$ cat src/rtl/coin_vend_fsm_if.sv
// Coin acceptor / vend controller signal bundle.
// master drives coins and cancel; slave is the vend controller.
interface coin_vend_fsm_if #(
    parameter int unsigned CREDIT_W = 4
);
    logic [1:0]          coins;
    logic                cancel;
    logic                coffee;
    logic                change;
    logic [CREDIT_W-1:0] credit;
    logic                busy;

    modport master (
        output coins,
        output cancel,
        input  coffee,
        input  change,
        input  credit,
        input  busy
    );

    modport slave (
        input  coins,
        input  cancel,
        output coffee,
        output change,
        output credit,
        output busy
    );
endinterface

$ cat src/rtl/coin_vend_fsm.sv
// Moore coin-accumulating vend controller with configurable price.
// It returns any surplus, and any refunded credit, one 5-cent unit per cycle.
module coin_vend_fsm #(
    parameter int unsigned PRICE    = 3,
    parameter int unsigned CREDIT_W = 4
) (
    input  logic clk,
    input  logic reset,
    coin_vend_fsm_if.slave bus
);
    localparam int unsigned SUM_W = CREDIT_W + 1;

    localparam logic [2:0] ST_IDLE   = 3'd0;
    localparam logic [2:0] ST_ACCUM  = 3'd1;
    localparam logic [2:0] ST_VEND   = 3'd2;
    localparam logic [2:0] ST_CHANGE = 3'd3;

    logic [2:0]          state_q;
    logic [2:0]          state_nx;
    logic [CREDIT_W-1:0] credit_q;
    logic [CREDIT_W-1:0] credit_nx;
    logic [2:0]          coin_units;
    logic [SUM_W-1:0]    sum;
    logic                coffee_q;
    logic                change_q;
    logic                busy_q;

    // Coin code to 5-cent units
    always_comb begin
        coin_units = 3'd0;
        case (bus.coins)
            2'b01:   coin_units = 3'd2;
            2'b10:   coin_units = 3'd1;
            2'b11:   coin_units = 3'd5;
            default: coin_units = 3'd0;
        endcase
    end

    assign sum = SUM_W'(credit_q) + SUM_W'(coin_units);

    // Next-state and next-credit
    always_comb begin
        state_nx  = ST_IDLE;
        credit_nx = '0;
        case (state_q)
            ST_IDLE, ST_ACCUM: begin
                if (bus.cancel) begin
                    // A coin arriving with cancel joins the refund
                    if (sum != '0) begin
                        state_nx  = ST_CHANGE;
                        credit_nx = CREDIT_W'(sum);
                    end
                end else if (sum >= SUM_W'(PRICE)) begin
                    state_nx  = ST_VEND;
                    credit_nx = CREDIT_W'(sum - SUM_W'(PRICE));
                end else begin
                    credit_nx = CREDIT_W'(sum);
                    state_nx  = (sum != '0) ? ST_ACCUM : ST_IDLE;
                end
            end
            ST_VEND: begin
                credit_nx = credit_q;
                state_nx  = (credit_q != '0) ? ST_CHANGE : ST_IDLE;
            end
            ST_CHANGE: begin
                if (credit_q > CREDIT_W'(1)) begin
                    state_nx  = ST_CHANGE;
                    credit_nx = credit_q - CREDIT_W'(1);
                end
            end
            default: begin
                state_nx  = ST_IDLE;
                credit_nx = '0;
            end
        endcase
    end

    // State, credit and decoded Moore outputs registered together
    always_ff @(posedge clk) begin
        if (reset) begin
            state_q  <= ST_IDLE;
            credit_q <= '0;
            coffee_q <= 1'b0;
            change_q <= 1'b0;
            busy_q   <= 1'b0;
        end else begin
            state_q  <= state_nx;
            credit_q <= credit_nx;
            coffee_q <= (state_nx == ST_VEND);
            change_q <= (state_nx == ST_CHANGE);
            busy_q   <= (state_nx == ST_VEND) || (state_nx == ST_CHANGE);
        end
    end

    assign bus.coffee = coffee_q;
    assign bus.change = change_q;
    assign bus.busy   = busy_q;
    assign bus.credit = credit_q;
endmodule

$ cat src/flat_wrapper.sv
// flat-port wrapper written by rule: the top's interface ports become plain ports
module coin_vend_fsm_flat 
#(
    parameter int unsigned PRICE    = 3,
    parameter int unsigned CREDIT_W = 4
)
  (clk, reset, bus_coins, bus_cancel, bus_coffee, bus_change, bus_credit, bus_busy);
  coin_vend_fsm_if #(.CREDIT_W(CREDIT_W)) bus_i ();
  input  logic clk;
  input  logic reset;
  input wire logic [$bits(bus_i.coins)-1:0] bus_coins;
  input wire logic [$bits(bus_i.cancel)-1:0] bus_cancel;
  output wire logic [$bits(bus_i.coffee)-1:0] bus_coffee;
  output wire logic [$bits(bus_i.change)-1:0] bus_change;
  output wire logic [$bits(bus_i.credit)-1:0] bus_credit;
  output wire logic [$bits(bus_i.busy)-1:0] bus_busy;
  assign bus_i.coins = bus_coins;
  assign bus_i.cancel = bus_cancel;
  assign bus_coffee = bus_i.coffee;
  assign bus_change = bus_i.change;
  assign bus_credit = bus_i.credit;
  assign bus_busy = bus_i.busy;
  coin_vend_fsm #(.PRICE(PRICE), .CREDIT_W(CREDIT_W)) u_core (.clk(clk), .reset(reset), .bus(bus_i));
endmodule
$ cat config.mk
export PLATFORM = sky130hd
export DESIGN_NAME = coin_vend_fsm_flat
export DESIGN_NICKNAME = d
export VERILOG_FILES = /design/src/rtl/coin_vend_fsm_if.sv /design/src/rtl/coin_vend_fsm.sv /design/src/flat_wrapper.sv
export SDC_FILE = /design/constraint.sdc
export NUM_CORES = 1
export LEC_CHECK = 0
export ABC_AREA = 1
export ABC_CLOCK_PERIOD_IN_PS = 5970
export CAP_MARGIN = 20
export CELL_PAD_IN_SITES_DETAIL_PLACEMENT = 1
export CELL_PAD_IN_SITES_GLOBAL_PLACEMENT = 1
export CORE_UTILIZATION = 39
export CTS_CLUSTER_DIAMETER = 50
export DETAILED_ROUTE_END_ITERATION = 16
export PLACE_DENSITY = 0.85
export SLEW_MARGIN = 5
export SYNTH_ARGS = -nofsm -noshare
export SYNTH_HDL_FRONTEND = slang
export SYNTH_SLANG_ARGS = --single-unit
export TNS_END_PERCENT = 100
$ cat constraint.sdc
create_clock -name clk -period 5.97 [get_ports clk]
set_input_delay 1.194 -clock clk [delete_from_list [all_inputs] [get_ports clk]]
set_output_delay 1.194 -clock clk [all_outputs]
set_load 0.01 [all_outputs]
## After elaboration in Yosys (flattened, before gate mapping)

Index checks and enable logic that the tools add are counted.

| operators by class | value |
|---|---|
| $add $sub $neg | 3 |
| $lt $le $gt $ge | 2 |
| equality and inequality tests | 8 |
| mux-type cells | 13 |
| reductions and logical operators | 5 |

Operators with widths:

| kind | count |
|---|---|
| one-hot mux 3 bit (3 select lines) | 2 |
| two-way mux 4 bit | 4 |
| == test 3 x 2 -> 1 bit, second input constant | 4 |
| one-hot mux 4 bit (3 select lines) | 1 |
| two-way mux 2 bit | 3 |
| two-way mux 3 bit | 2 |
| adder 4 x 3 -> 5 bit | 1 |
| greater-or-equal comparator 5 x 2 -> 1 bit, second input constant | 1 |
| nonzero test 5 bit | 1 |
| == test 2 bit, second input constant | 2 |
| > comparator 4 x 1 -> 1 bit, second input constant | 1 |
| nonzero test 4 bit | 1 |
| subtractor 4 x 1 -> 4 bit, second input constant | 1 |
| subtractor 4 x 2 -> 4 bit, second input constant | 1 |
| == test 3 x 1 -> 1 bit, second input constant | 1 |
| logical NOT 3 bit | 1 |
| == test 2 x 1 -> 1 bit, second input constant | 1 |
| OR reduction 2 bit | 1 |
| logical OR 1 bit | 1 |
| two-way mux 1 bit | 1 |

| storage, ports and cells | value |
|---|---|
| register bits | 10 |
| input bits | 5 |
| output and inout port bits | 7 |
| logic and storage cells | 36 |

## Depth between registers and ports, before layout

| logic depth | value |
|---|---|
| depth after elaboration | 10 |
| depth in mapped cells | 14 |

## Worst setup path after synthesis

Ideal clock, no wire load.

| timing path | value |
|---|---|
| path kind | in2reg |
| from | in bus_coins[1] |
| to | reg u_core.change_q (netlist: u_core.bus.change) |
| library setup time | 0.062 ns |
| data arrival time | 2.807 ns |
| data required time | 5.908 ns |
| path slack | 3.101 ns |
| cell stages on the path | 13 |
| path buffers | 1 |
| path through | clkbuf_1 > ha_1 > fa_1 > ha_1 > inv_1 > nand2_1 > nor2_4 > nand2_4 > nand2_4 > nand3_2 > nand2_2 > inv_2 > nor2_2 |

| between the ends | value |
|---|---|
| cells in the longest elaborated chain, start to end | 9 |
| elaborated cells between the ends (all ways) | 13 |
| those cells by class | 1 x add/sub; 1 x order compare; 4 x eq/ne; 6 x mux; 1 x reduce/logical |

RTL lines:

| item | line | source |
|---|---|---|
| start: declaration | flat_wrapper.sv:11 | `input wire logic [$bits(bus_i.coins)-1:0] bus_coins;` |
| == test 2 bit or == test 2 x 1 -> 1 bit (tied branches) | coin_vend_fsm.sv:31 | `case (bus.coins)` |
| one-hot mux 3 bit (3 select lines) (*) | coin_vend_fsm.sv:31 |  |
| adder 4 x 3 -> 5 bit (*) | coin_vend_fsm.sv:39 | `assign sum = SUM_W'(credit_q) + SUM_W'(coin_units);` |
| branches (longest 3 deep; another with greater-or-equal comparator 5 x 2 -> 1 bit) | n/a |  |
| two-way mux 3 bit (*) | coin_vend_fsm.sv:47 | `if (bus.cancel) begin` |
| one-hot mux 3 bit (3 select lines) (*) | coin_vend_fsm.sv:45 | `case (state_q)` |
| == test 3 x 2 -> 1 bit (*) | coin_vend_fsm.sv:90 | `change_q <= (state_nx == ST_CHANGE);` |
| end signal: assignment | coin_vend_fsm.sv:90 |  |
| end: declaration | coin_vend_fsm.sv:25 | `logic change_q;` |

Mark *: on every way between the ends.
A chain may end at the register's enable or synchronous reset.

## Final worst setup path

| timing path | value |
|---|---|
| from | in bus_coins[1] |
| to | reg u_core.credit_q[1] (netlist: u_core.bus.credit[1]) |

| between the ends | value |
|---|---|
| cells in the longest elaborated chain, start to end | 7 |
| elaborated cells between the ends (all ways) | 12 |
| those cells by class | 2 x add/sub; 1 x order compare; 3 x eq/ne; 5 x mux; 1 x reduce/logical |

RTL lines:

| item | line | source |
|---|---|---|
| == test 2 bit or == test 2 x 1 -> 1 bit (tied branches) | coin_vend_fsm.sv:31 |  |
| one-hot mux 3 bit (3 select lines) (*) | coin_vend_fsm.sv:31 |  |
| adder 4 x 3 -> 5 bit (*) | coin_vend_fsm.sv:39 |  |
| subtractor 4 x 2 -> 4 bit (tied with other cells) | coin_vend_fsm.sv:55 | `credit_nx = CREDIT_W'(sum - SUM_W'(PRICE));` |
| two-way mux 4 bit (on tied branches) | coin_vend_fsm.sv:53, coin_vend_fsm.sv:49 |  |
| two-way mux 4 bit (*) | coin_vend_fsm.sv:47 |  |
| one-hot mux 4 bit (3 select lines) (*) | coin_vend_fsm.sv:45 |  |
| end signal: assignment | coin_vend_fsm.sv:88 | `credit_q <= credit_nx;` |
| end: declaration | coin_vend_fsm.sv:20 | `logic [CREDIT_W-1:0] credit_q;` |

Every way passes the cells marked *; elsewhere a longest branch is shown, timed or not.

==> metrics.md <==
| Metric | Value |
|---|---|
| Crit path kind | `in2reg` |
| Clock Skew | `0.000262 ns` |
| Sequential fraction of the synthesis area | `22.9%` |
| Post-CTS resize count | `0` |
| Top layer in use | `met3` |
| Global-route wire length before repair | `3.30 mm` |
| Post-Route WL | `1.93 mm` |
| Vias per cell | `5.01` |
| PwrDens | `606 nW/um^2` |
| Die span in x | `47.0 um` |
| Die height | `47.0 um` |
| P_leak | `0.501 nW` |
| Die Area | `2200 um^2` |
| Instance count of the mapped netlist | `120` |
| H-tree depth | `1` |
| CTS clk-pin slew, worst paths | `0.06 ns` |
| Iteration-0 DRC Markers | `6` |
| Critical path capture point type | `flip-flop` |
| Worst Hold End | `u_core.bus.credit[2]` |
| Status | `completed` |
| DP Area | `926 um^2` |
| Total chip power | `0.000578 W` |
| Worst Reg-to-Reg Cells | `12` |
| Antenna-violating nets left | `0` |
| ANT cells | `0` |
| Pin count of the biggest net entering global routing | `9` |
| Finish-stage setup viols | `0` |
| Worst r2r src | `u_core.bus.credit[0]` |
| Area Overhead vs Synth | `21.0%` |
| Setup TNS | `0 ns` |
| Root buf cell | `clkbuf_4` |
| Initial antenna violation count | `0` |
| Hold-fix buffers at CTS | `0` |
| CTS max path bufs | `2` |
| Crit share post-route | `54.9%` |
| Post-CTS Setup Bufs | `0` |
| Total track usage | `21.3%` |
| Worst reg2reg path endpoint | `u_core.bus.credit[1]` |
| Critical Path Start | `bus_coins[1]` |
| Post-Syn Nets | `133` |
| Vias after detailed routing | `796` |
| DR WL/cell | `12.1 um` |
| Hold_ws | `0.670 ns` |
| Final non-filler cell area | `953 um^2` |
| RSZ-0062 raised after global routing | `no` |
| Unique masters post-synth | `22` |
| Row count | `15` |
| TritonRoute pass-1 iters | `4` |
| Vias in the first global route | `781` |
| GPL Wtd Cong | `0.845` |
| Actual slew at the worst max-slew pin | `0.308 ns` |
| Fill count | `257` |
| Relative slew margins | `79.4%` |
| Mapped cell area | `788 um^2` |
| Worst slack, placed | `2.46 ns` |
| Hold Crit Depth | `2` |
| Yosys reg bits | `9` |
| Avg Cell Area, Syn | `6.57 um^2` |
| Wl on met1 | `865 um` |
| Max Cap Viol | `0` |
| Core Region | `1800 um^2` |
| Sequential cell area | `180 um^2` |
| Hold Path Origin | `u_core.bus.credit[2]` |
| Startpoint types | `input pin` |
| Num CTS Buffers | `3` |
| I/O pins | `12` |
| Final worst slack | `2.69 ns` |
| Final worst path period need | `3.28 ns` |
| Worst-path fanout max | `5` |
| DP HPWL | `1.66 mm` |
| CTS tree | `done` |
| Initial Utilization | `43.7%` |
| Fmax | `305 MHz` |
| Worst skew pair latency | `0.26 ns` |
| Final hold vios | `0` |
| IO Port Bufs | `11` |
| Critical Path RT | `6.17 ns` |
| Crit path DAT | `3.48 ns` |
| Met3 wire length | `55 um` |
| Pins over their slew limit | `0` |
| Final net count | `148` |
| Multi-input logic area | `514 um^2` |
| Routed wl met2 | `1.01 mm` |
| CTS Sinks | `9` |
| R2r setup slk | `3.73 ns` |
| Layout cells sized above 1 | `15.7%` |
| HP Class | `reg2reg` |
| Drt drc | `0` |
| Synth warn | `0` |
| GR Overflow Total | `0` |
| Peak VDD IR | `0.285 mV` |
## critical path: stages
cell             delay (ns)
clkdlybuf4s50_1        0.52
ha_1                   0.22
fa_1                   0.49
ha_1                   0.25
inv_1                  0.07
nand2_1                0.09
nor2_4                 0.16
nand2_4                0.09
nand2_4                0.08
nand2_1                0.05
nor2_1                 0.11
nor2_1                 0.06
nor2_1                 0.08
## through the flow
stage / std cells / utilization [%]
final: 159 / 52.9
after global routing: 159 / 52.9
after CTS: 159 / 52.9
after detailed placement: 155 / 51.4
after global placement: 155 / 51.4
after floorplan: 120 / -
## state kept, by name, summed over array words and instances, names as in the netlist
signal,cells
u_core.bus.credit,4
u_core.state_q,2
u_core.bus.change,1
u_core.bus.coffee,1
u_core.bus.busy,1
## cells in the mapped netlist
| cell type | n | area [um^2] |
|---|---|---|
| nand2_4 | 3 | 33.8 |
| or2_1 | 1 | 6.26 |
| a2bb2oi_1 | 1 | 8.76 |
| a21oi_1 | 4 | 20.0 |
| nand3_2 | 3 | 30.0 |
| clkbuf_1 | 1 | 3.75 |
| o21ai_0 | 3 | 15.0 |
| nand3_1 | 10 | 50.1 |
| nor2_1 | 12 | 45.0 |
| nor2_2 | 3 | 18.8 |
| nand4_1 | 3 | 18.8 |
| nand2_1 | 27 | 101 |
| ha_1 | 7 | 87.6 |
| o21ai_1 | 1 | 5.00 |
| dfxtp_1 | 9 | 180 |
| fa_1 | 1 | 20.0 |
| xnor2_1 | 1 | 8.76 |
| inv_2 | 2 | 7.51 |
| nand2_2 | 4 | 25.0 |
| nor2_4 | 1 | 11.3 |
| o21ai_2 | 1 | 8.76 |
| inv_1 | 22 | 82.6 |
## placed cells by master, fill, tap and decap left out, drive strengths merged
cell,synthesis,routed
nand3,13,13
o21ai,5,5
clkdlybuf4s50,0,11
nand2,34,34
dfxtp,9,9
a2bb2oi,1,1
clkbuf,1,3
inv,24,24
a21oi,4,4
nor2,16,16
nand4,3,3
xnor2,1,1
fa,1,1
or2,1,1
clkinv,0,1
ha,7,7
## cells by family after synthesis
kind of cell | Yosys count | synth area share, %
and+or+nand+nor | 67 | 43.2
DFF | 9 | 22.9
buffers and inverters | 25 | 11.9
AOI/OAI and AO/OA | 10 | 7.30
xor gates and xnor gates | 1 | 1.11
adders and majority gates | 8 | 13.7
## cell type report
| cell class | count | area share (%) |
|---|---|---|
| well taps | 25 | 3.28 |
| clock inverters | 1 | 0.525 |
| inverters | 24 | 9.45 |
| repair buffers | 11 | 11.5 |
| flip-flops and latches | 9 | 18.9 |
| clock buffers | 3 | 2.36 |
| multi-input cells | 86 | 53.9 |
## layer usage
metal	global-route usage, %	up-vias
met5	0	-
met4	1.71	0
met3	4.62	0
met2	40.0	13
met1	25.6	380
li1	-	403
## report_power, final
part / switching, W / total [W] / internal, W
combinational: 0.000253 / 0.000416 / 0.000163
sequential: 0.0000249 / 0.000114 / 0.0000890
clock: 0.0000229 / 0.0000477 / 0.0000248
total: 0.000301 / 0.000578 / 0.000277
## worst max path at each step
stage | cells after the start | to
3_5_place_dp | 13 | u_core.bus.credit[1]
3_3_place_gp | 13 | u_core.bus.change
6_report | 13 | u_core.bus.credit[1]
2_1_floorplan | 13 | u_core.bus.change
4_1_cts | 13 | u_core.bus.credit[1]
5_1_grt | 13 | u_core.bus.credit[1]
(Power assumes the default switching activity.)
